`src/rtl/packet_transmitter_if.sv`:
```
// Handshake and serial-line bundle for packet_transmitter.
// The master side (host or bench) drives the request and prices;
// the slave side (the transmitter) drives status and the TX line.
interface packet_transmitter_if;
  logic        send;
  logic [15:0] price_A;
  logic [15:0] price_B;
  logic        busy;
  logic        done;
  logic        uart_tx;

  modport master (
    output send,
    output price_A,
    output price_B,
    input  busy,
    input  done,
    input  uart_tx
  );

  modport slave (
    input  send,
    input  price_A,
    input  price_B,
    output busy,
    output done,
    output uart_tx
  );
endinterface

```
`src/rtl/packet_transmitter.sv`:
```
// Serializes one price packet (HEADER, price_A hi/lo, price_B hi/lo, FOOTER)
// onto an 8N1 UART line. Bytes are sent back to back with no idle gap, and
// the line can feed packet_parser's uart_rx directly.
module packet_transmitter #(
  parameter int          CLKS_PER_BIT = 5208,
  parameter logic [7:0]  HEADER       = 8'hAA,
  parameter logic [7:0]  FOOTER       = 8'h55
) (
  input  logic                 clk,
  input  logic                 rst,
  packet_transmitter_if.slave  bus
);

  localparam int CNT_W = (CLKS_PER_BIT > 1) ? $clog2(CLKS_PER_BIT) : 1;
  localparam logic [CNT_W-1:0] BAUD_LAST = CNT_W'(CLKS_PER_BIT - 1);
  localparam logic [2:0]       LAST_BYTE = 3'd5;

  typedef enum logic [1:0] {
    IDLE,
    START,
    DATA,
    STOP
  } state_t;

  state_t           state;
  logic [CNT_W-1:0] baud_cnt;
  logic [2:0]       bit_idx;
  logic [2:0]       byte_idx;
  logic [31:0]      hold;
  logic             busy_q;
  logic             done_q;
  logic             tx_q;

  logic [7:0]       cur_byte;
  logic [2:0]       next_bit;
  logic             baud_end;

  assign baud_end = (baud_cnt == BAUD_LAST);

  // Select the byte being framed from the byte index and the latched prices.
  always_comb begin
    // NOTE: every combinational output gets a default first so no path
    // through the case leaves it unassigned, which would infer a latch.
    cur_byte = HEADER;
    next_bit = bit_idx + 3'd1;
    case (byte_idx)
      3'd0:    cur_byte = HEADER;
      3'd1:    cur_byte = hold[31:24];
      3'd2:    cur_byte = hold[23:16];
      3'd3:    cur_byte = hold[15:8];
      3'd4:    cur_byte = hold[7:0];
      3'd5:    cur_byte = FOOTER;
      default: cur_byte = HEADER;
    endcase
  end

  // Framing FSM with counters and registered line/status outputs. The TX
  // value for each bit is loaded on the edge that starts the bit, so the
  // line is a clean flop output with no decode glitches.
  always_ff @(posedge clk or negedge rst) begin
    if (!rst) begin
      // NOTE: sequential state uses non-blocking assignments so every flop
      // samples pre-edge values, independent of statement order.
      state    <= IDLE;
      baud_cnt <= '0;
      bit_idx  <= '0;
      byte_idx <= '0;
      hold     <= '0;
      busy_q   <= 1'b0;
      done_q   <= 1'b0;
      tx_q     <= 1'b1;
    end else begin
      done_q <= 1'b0;
      case (state)
        IDLE: begin
          // Registered busy gates acceptance, so a request on the edge where
          // a packet ends is dropped and the minimum idle gap is one cycle.
          if (bus.send && !busy_q) begin
            hold     <= {bus.price_A, bus.price_B};
            state    <= START;
            tx_q     <= 1'b0;
            busy_q   <= 1'b1;
            baud_cnt <= '0;
            bit_idx  <= '0;
            byte_idx <= '0;
          end
        end

        START: begin
          if (baud_end) begin
            baud_cnt <= '0;
            bit_idx  <= '0;
            state    <= DATA;
            tx_q     <= cur_byte[0];
          end else begin
            baud_cnt <= baud_cnt + CNT_W'(1);
          end
        end

        DATA: begin
          if (baud_end) begin
            baud_cnt <= '0;
            if (bit_idx == 3'd7) begin
              bit_idx <= '0;
              state   <= STOP;
              tx_q    <= 1'b1;
            end else begin
              bit_idx <= next_bit;
              tx_q    <= cur_byte[next_bit];
            end
          end else begin
            baud_cnt <= baud_cnt + CNT_W'(1);
          end
        end

        STOP: begin
          if (baud_end) begin
            baud_cnt <= '0;
            if (byte_idx == LAST_BYTE) begin
              byte_idx <= '0;
              state    <= IDLE;
              busy_q   <= 1'b0;
              done_q   <= 1'b1;
              tx_q     <= 1'b1;
            end else begin
              byte_idx <= byte_idx + 3'd1;
              state    <= START;
              tx_q     <= 1'b0;
            end
          end else begin
            baud_cnt <= baud_cnt + CNT_W'(1);
          end
        end

        default: begin
          state  <= IDLE;
          busy_q <= 1'b0;
          tx_q   <= 1'b1;
        end
      endcase
    end
  end

  assign bus.busy    = busy_q;
  assign bus.done    = done_q;
  assign bus.uart_tx = tx_q;

endmodule

```
`src/flat_wrapper.sv`:
```
// flat-port wrapper written by rule: the top's interface ports become plain ports
module packet_transmitter_flat 
#(
  parameter int          CLKS_PER_BIT = 5208,
  parameter logic [7:0]  HEADER       = 8'hAA,
  parameter logic [7:0]  FOOTER       = 8'h55
)
  (clk, rst, bus_send, bus_price_A, bus_price_B, bus_busy, bus_done, bus_uart_tx);
  packet_transmitter_if bus_i ();
  input  logic clk;
  input  logic rst;
  input wire logic [$bits(bus_i.send)-1:0] bus_send;
  input wire logic [$bits(bus_i.price_A)-1:0] bus_price_A;
  input wire logic [$bits(bus_i.price_B)-1:0] bus_price_B;
  output wire logic [$bits(bus_i.busy)-1:0] bus_busy;
  output wire logic [$bits(bus_i.done)-1:0] bus_done;
  output wire logic [$bits(bus_i.uart_tx)-1:0] bus_uart_tx;
  assign bus_i.send = bus_send;
  assign bus_i.price_A = bus_price_A;
  assign bus_i.price_B = bus_price_B;
  assign bus_busy = bus_i.busy;
  assign bus_done = bus_i.done;
  assign bus_uart_tx = bus_i.uart_tx;
  packet_transmitter #(.CLKS_PER_BIT(CLKS_PER_BIT), .HEADER(HEADER), .FOOTER(FOOTER)) u_core (.clk(clk), .rst(rst), .bus(bus_i));
endmodule
```
`config.mk`:
```
export PLATFORM = sky130hd
export DESIGN_NAME = packet_transmitter_flat
export DESIGN_NICKNAME = d
export VERILOG_FILES = /design/src/rtl/packet_transmitter_if.sv /design/src/rtl/packet_transmitter.sv /design/src/flat_wrapper.sv
export SDC_FILE = /design/constraint.sdc
export NUM_CORES = 1
export LEC_CHECK = 0
export ABC_AREA = 0
export CAP_MARGIN = 30
export CELL_PAD_IN_SITES_DETAIL_PLACEMENT = 1
export CELL_PAD_IN_SITES_GLOBAL_PLACEMENT = 1
export CORE_MARGIN = 5
export CORE_UTILIZATION = 35
export DETAILED_ROUTE_END_ITERATION = 10
export PLACE_DENSITY_LB_ADDON = 0.15
export SYNTH_ARGS = -nofsm -noshare
export SYNTH_HDL_FRONTEND = slang
export SYNTH_SLANG_ARGS = --single-unit
```
`constraint.sdc`:
```
create_clock -name clk -period 2.8 [get_ports clk]
set_clock_uncertainty 0.2 [all_clocks]
set_input_delay 0.56 -clock clk [delete_from_list [all_inputs] [get_ports clk]]
set_output_delay 0.56 -clock clk [all_outputs]
set_load 0.02 [all_outputs]
```
Word level (Yosys, flattened, before mapping)
Index checks and enable logic that the tools add are counted.

Reductions and logical operators: 12. Add/subtract/negate cells: 3. $lt $le $gt $ge: 1. Eq/ne operators: 16. Multiplexer cells: 34.

Operators with widths (number): case mux 8 bit (5 select lines) (1); 2-to-1 mux 13 bit (2); case mux 13 bit (2 select lines) (1); 2-to-1 mux 3 bit (6); adder 13 x 1 -> 13 bit, second input constant (1); == test 13 bit, second input constant (1); 2-to-1 mux 1 bit (13); != test 2 x 1 -> 1 bit, second input constant (6); AND reduction 4 bit (3); 2-to-1 mux 2 bit (5); == test 3 bit, second input constant (3); case mux 3 bit (3 select lines) (1); case mux 2 bit (4 select lines) (1); adder 3 x 1 -> 3 bit, second input constant (2); == test 3 x 2 -> 1 bit, second input constant (2); case mux 3 bit (2 select lines) (1); AND reduction 5 bit (1); == test 2 bit, second input constant (2); less-than comparator 3 x 4 -> 1 bit, second input constant (1); case mux 1 bit (4 select lines) (1); binary-select mux 1 bit (select 3 bit) (1); == test 3 x 1 -> 1 bit, second input constant (1); AND reduction 3 bit (1); nonzero test 3 bit (1); other kinds (8) (8).

Input port bits: 35. Register bits: 56. Word-level logic and storage cells: 74. Output and inout port bits: 3.

Longest topological paths before layout
Word-level depth: 7. Depth in mapped cells: 10. Gate-level depth less buffers: 8.

Worst setup path before layout
Ideal clock, no wire load.

Path kind: register to register. Start point: register u_core.byte_idx[0]. End point: register u_core.tx_q, in the netlist u_core.bus.uart_tx. Data required time: 2.503 ns. Library setup time: 0.097 ns. Period minus slack after synthesis: 2.433 ns. Data arrival time: 2.135 ns. Setup slack: 0.367 ns. Buffers on the path: 2. Cell stages (with the launch flop): 10. Cell sequence: dfrtp_1 -> buf_2 -> and2_1 -> ha_1 -> buf_2 -> or4_1 -> o211ai_1 -> o311a_1 -> a2111oi_2 -> o41ai_2.

Cells in the longest elaborated chain, start to end: 7. Elaborated cells on any way between the ends: 14. Classes of those cells: 5 x eq/ne; 9 x mux.

Ends and longest elaborated chain: start: declaration (RTL line packet_transmitter.sv:28) `logic [2:0] byte_idx;`; start signal: assignment (RTL line packet_transmitter.sv:126) `byte_idx <= byte_idx + 3'd1;`; == test 3 bit, or another cell as far along (RTL line packet_transmitter.sv:46, packet_transmitter.sv:119); case mux 8 bit (5 select lines) (RTL line packet_transmitter.sv:46) `case (byte_idx)`; binary-select mux 1 bit (select 3 bit) (RTL line packet_transmitter.sv:109) `tx_q <= cur_byte[next_bit];`; 2-to-1 mux 1 bit (implied by the code) (RTL line packet_transmitter.sv:109); 2-to-1 mux 1 bit (RTL line packet_transmitter.sv:103) `if (bit_idx == 3'd7) begin`; 2-to-1 mux 1 bit (RTL line packet_transmitter.sv:101) `if (baud_end) begin`; case mux 1 bit (4 select lines) * (RTL line packet_transmitter.sv:74) `case (state)`; end signal: assignment (RTL line packet_transmitter.sv:94) `tx_q <= cur_byte[0];`; end signal: assignment (RTL line packet_transmitter.sv:109); end: declaration (RTL line packet_transmitter.sv:32) `logic tx_q;`.

Every way passes the cells marked *; elsewhere a longest branch is shown, timed or not. The select of a mux whose other input is x is not followed. A chain may end at the register's enable or synchronous reset.

Worst setup path in the final report
Start point: register u_core.byte_idx[2]. End point: register u_core.tx_q, in the netlist u_core.bus.uart_tx.

Same word-level chain as after synthesis.

==> impl_metrics.env <==
export IMPL_seq_area_um2=1400
export IMPL_fmax_mhz=413
export IMPL_post_cts_buffers=0
export IMPL_vias_per_cell=5.35
export IMPL_seq_power_share=0.567
export IMPL_worst_setup_path_start_kind="flip-flop"
export IMPL_place_congestion=0.798
export IMPL_p_sw_frac=0.212
export IMPL_timing_final_ws_setup_ps=379
export IMPL_hold_path_class="reg -> reg"
export IMPL_grt_setup_unrepaired="no"
export IMPL_n_fill_cell=932
export IMPL_cp_slowest_cell="ha_1"
export IMPL_synthAdderAreaFrac=0.0383
export IMPL_drive_gt1_frac=0.182
export IMPL_total_power_mw=1.42
export IMPL_fin_crit_ps=2420
export IMPL_ys_seq_area_frac=0.477
export IMPL_path_clk_slew_ps=110
export IMPL_die_y_um=102
export IMPL_dp_cells=415
export IMPL_critPathKind="reg -> reg"
export IMPL_max_vdd_ir_drop_uv=176
export IMPL_cts_root_buf="clkbuf_8"
export IMPL_r2r_end="u_core.bus.uart_tx$_DFFE_PN1P_"
export IMPL_p_leak_nw=1.64
export IMPL_yosys_warnings=0
export IMPL_pin_count=38
export IMPL_drt_iter0_drc=68
export IMPL_io_buffers=37
export IMPL_final_common_cell="dfrtp_1"
export IMPL_power_density_nw_per_um2=401
export IMPL_ant_nets=0
export IMPL_multi_input_area_um2=1450
export IMPL_switchingPower_mw=0.302
export IMPL_ff2ff_path_depth=7
export IMPL_cts_sinks=56
export IMPL_synth_edff_count=0
export IMPL_hold_start="u_core.bit_idx[1]$_DFFE_PN0P_"
export IMPL_worst_path_buf_inv=1
export IMPL_netlist_instances=278
export IMPL_routed_wl_um=7330
export IMPL_routedWlPerCell_um=17.3
export IMPL_h_tree_depth=2
export IMPL_required_ps=2850
export IMPL_fin_setup_tns_ps=0
export IMPL_crit_arrival_ps=2470
export IMPL_track_usage=0.151
export IMPL_synth_net_count=322
export IMPL_drtPass1Iterations=4
export IMPL_antenna_found_initial=0
export IMPL_finalCritPeriodShare=0.865
export IMPL_power_frac_comb=0.047
export IMPL_drv_max_cap_violation_count=0
export IMPL_via_count=2269
export IMPL_cts_buffer_depth=2
export IMPL_utilization=0.433
export IMPL_p_int_mw=1.12
export IMPL_cp_max_fo=10
export IMPL_grt_max_degree=34
export IMPL_antennaDiodeCount=0
export IMPL_r2r_start="u_core.byte_idx[2]$_DFFE_PN0P_"
export IMPL_cp_depth=7
export IMPL_core_area_um2=8220
export IMPL_finalSetupViolCount=0
export IMPL_slew_headroom=0.622
export IMPL_synth_area_per_cell_um2=10.6
export IMPL_synthArstFlopShare=1.00
export IMPL_hold_slack_ps=295
export IMPL_slowest_delay_ps=410
export IMPL_yosys_area_share_simple=0.162
export IMPL_synthFlopType="dfrtp_1"
export IMPL_layout_cells_non_filler=424
export IMPL_postLayoutCellArea_um2=3560
export IMPL_yosys_cell_types_count=50
export IMPL_r2r_setup_slack_ps=380
export IMPL_initial_core_util=0.358
export IMPL_endpoint_kind="flip-flop"
export IMPL_die_w_um=102
export IMPL_worst_slew_pin_slew_ps=561
export IMPL_path_cells="inv_1 -> ha_1 -> or4_1 -> o211ai_1 -> o311a_1 -> a2111oi_2 -> o41ai_2"
export IMPL_final_cell_mix="55 x dfrtp_1, 36 x clkdlybuf4s50_1, 34 x mux2_2"
export IMPL_cts_buffers=5
export IMPL_rows=33
export IMPL_area_growth_pct=20.9
export IMPL_muxShareOfSynthArea=0.137
export IMPL_grt_pass1_vias=2424
export IMPL_p_clk_frac=0.386
export IMPL_startpoint="u_core.byte_idx[2]$_DFFE_PN0P_"
export IMPL_pre_cts_slack_ps=377
export IMPL_clk_latency_ps=320
export IMPL_grt_pass1_wl_um=12300
export IMPL_die_area_um2=10300
export IMPL_final_nets=362
export IMPL_route_detailed_drc=0
export IMPL_synth_area_um2=2940
export IMPL_synth_top_family_by_area="simple AND/OR/NAND/NOR gates"
export IMPL_status="finished clean"
export IMPL_slew_violations=0
export IMPL_synth_compound_area_frac=0.148
export IMPL_grt_overflow=0
export IMPL_place_hpwl_um=5500
export IMPL_path_delay_family="compound AO/OA/AOI/OAI gates"
export IMPL_hold_viol_final=0
export IMPL_cp_endpoint="u_core.bus.uart_tx$_DFFE_PN1P_"
export IMPL_synth_xor_area_frac=0.00893
export IMPL_placed_cell_area_um2=3430
export IMPL_cts_tree="done"
export IMPL_ys_ff_latch=56
-- power by group through the flow --
stage | clock network (mW) | registers [mW] | logic (mW)
2_1_floorplan | 0 | 0.824 | 0.000926
3_3_place_gp | 0 | 0.824 | 0.0667
3_5_place_dp | 0 | 0.824 | 0.0671
4_1_cts | 0.571 | 0.808 | 0.0687
5_1_grt | 0.594 | 0.808 | 0.0737
6_report | 0.550 | 0.808 | 0.0663
-- Yosys cell counts (2+ instances only) --
master	n	area, µm²
and4b_1	2	20.0
xor2_1	2	17.5
o21ai_0	27	135
o211ai_1	3	22.5
o21bai_1	2	15.0
mux2i_1	2	20.0
nand4_1	2	12.5
dfrtp_1	55	1380
nor2b_1	3	18.8
o31ai_1	3	22.5
clkbuf_1	8	30.0
a22oi_1	5	37.5
a32o_1	2	20.0
buf_2	3	15.0
a22o_1	4	35.0
nand3_1	11	55.1
nand3b_1	3	22.5
nand2b_1	4	25.0
a21o_1	2	15.0
ha_1	9	113
and3_1	6	37.5
and2_1	4	25.0
mux2_2	34	383
nand2_1	24	90.1
inv_1	6	22.5
nor2_1	14	52.6
nor4b_1	3	26.3
nor2_2	2	12.5
a21oi_1	10	50.1
nor3_1	3	15.0
-- worst min-delay path by stage --
stage,to,slack (ps),cells past startpoint
4_1_cts,u_core.bit_idx[1]$_DFFE_PN0P_,300,2
5_1_grt,u_core.hold[4]$_DFFE_PN0P_,330,1
3_5_place_dp,u_core.bit_idx[1]$_DFFE_PN0P_,280,2
3_3_place_gp,u_core.bit_idx[1]$_DFFE_PN0P_,280,2
6_report,u_core.bit_idx[1]$_DFFE_PN0P_,300,2
2_1_floorplan,u_core.baud_cnt[0]$_DFFE_PN0P_,60,0
-- worst reg2reg max path, cell delays in order (launching register included) --
cell and delay, ps:
dfrtp_1 400, inv_1 130, ha_1 410, or4_1 170
o211ai_1 130, o311a_1 400, a2111oi_2 380, o41ai_2 130
-- sequential cells by signal, summed over array words and instances (netlist names) --
name,flops
u_core.bus.busy,1
u_core.byte_idx,3
u_core.hold,32
u_core.bus.done,1
u_core.state,2
u_core.baud_cnt,13
u_core.bit_idx,3
u_core.bus.uart_tx,1
-- cell families (layout without fill, tap and decap cells) --
group | after synthesis | count (layout)
compound gates | 66 | 66
xor+xnor | 3 | 3
fa+ha+maj | 9 | 9
buf+inv | 19 | 60
flops | 56 | 56
mux | 36 | 36
simple gates | 89 | 89
-- timing repair --
item	in CTS	in global routing
resized for setup	0	0
endpoints found under the hold margin	17	0
hold buffers	1	0
-- cell type report --
type	count	share of cell area
clock buffer	6	0.0204
sequential	56	0.394
clock inverter	2	0.0109
timing repair buffer	46	0.122
multi-input combinational	203	0.409
tap	105	0.0369
inverter	6	0.00633
-- layer usage --
layer / GRT usage / share of wire / up-vias
li1: - / - / 1085
met1: 0.191 / 0.46 / 1151
met2: 0.265 / 0.50 / 25
met3: 0.0255 / 0.030 / 8
met4: 0.0429 / 0.013 / 0
met5: 0 / 0 / -
Power figures use the tool's default switching activity.
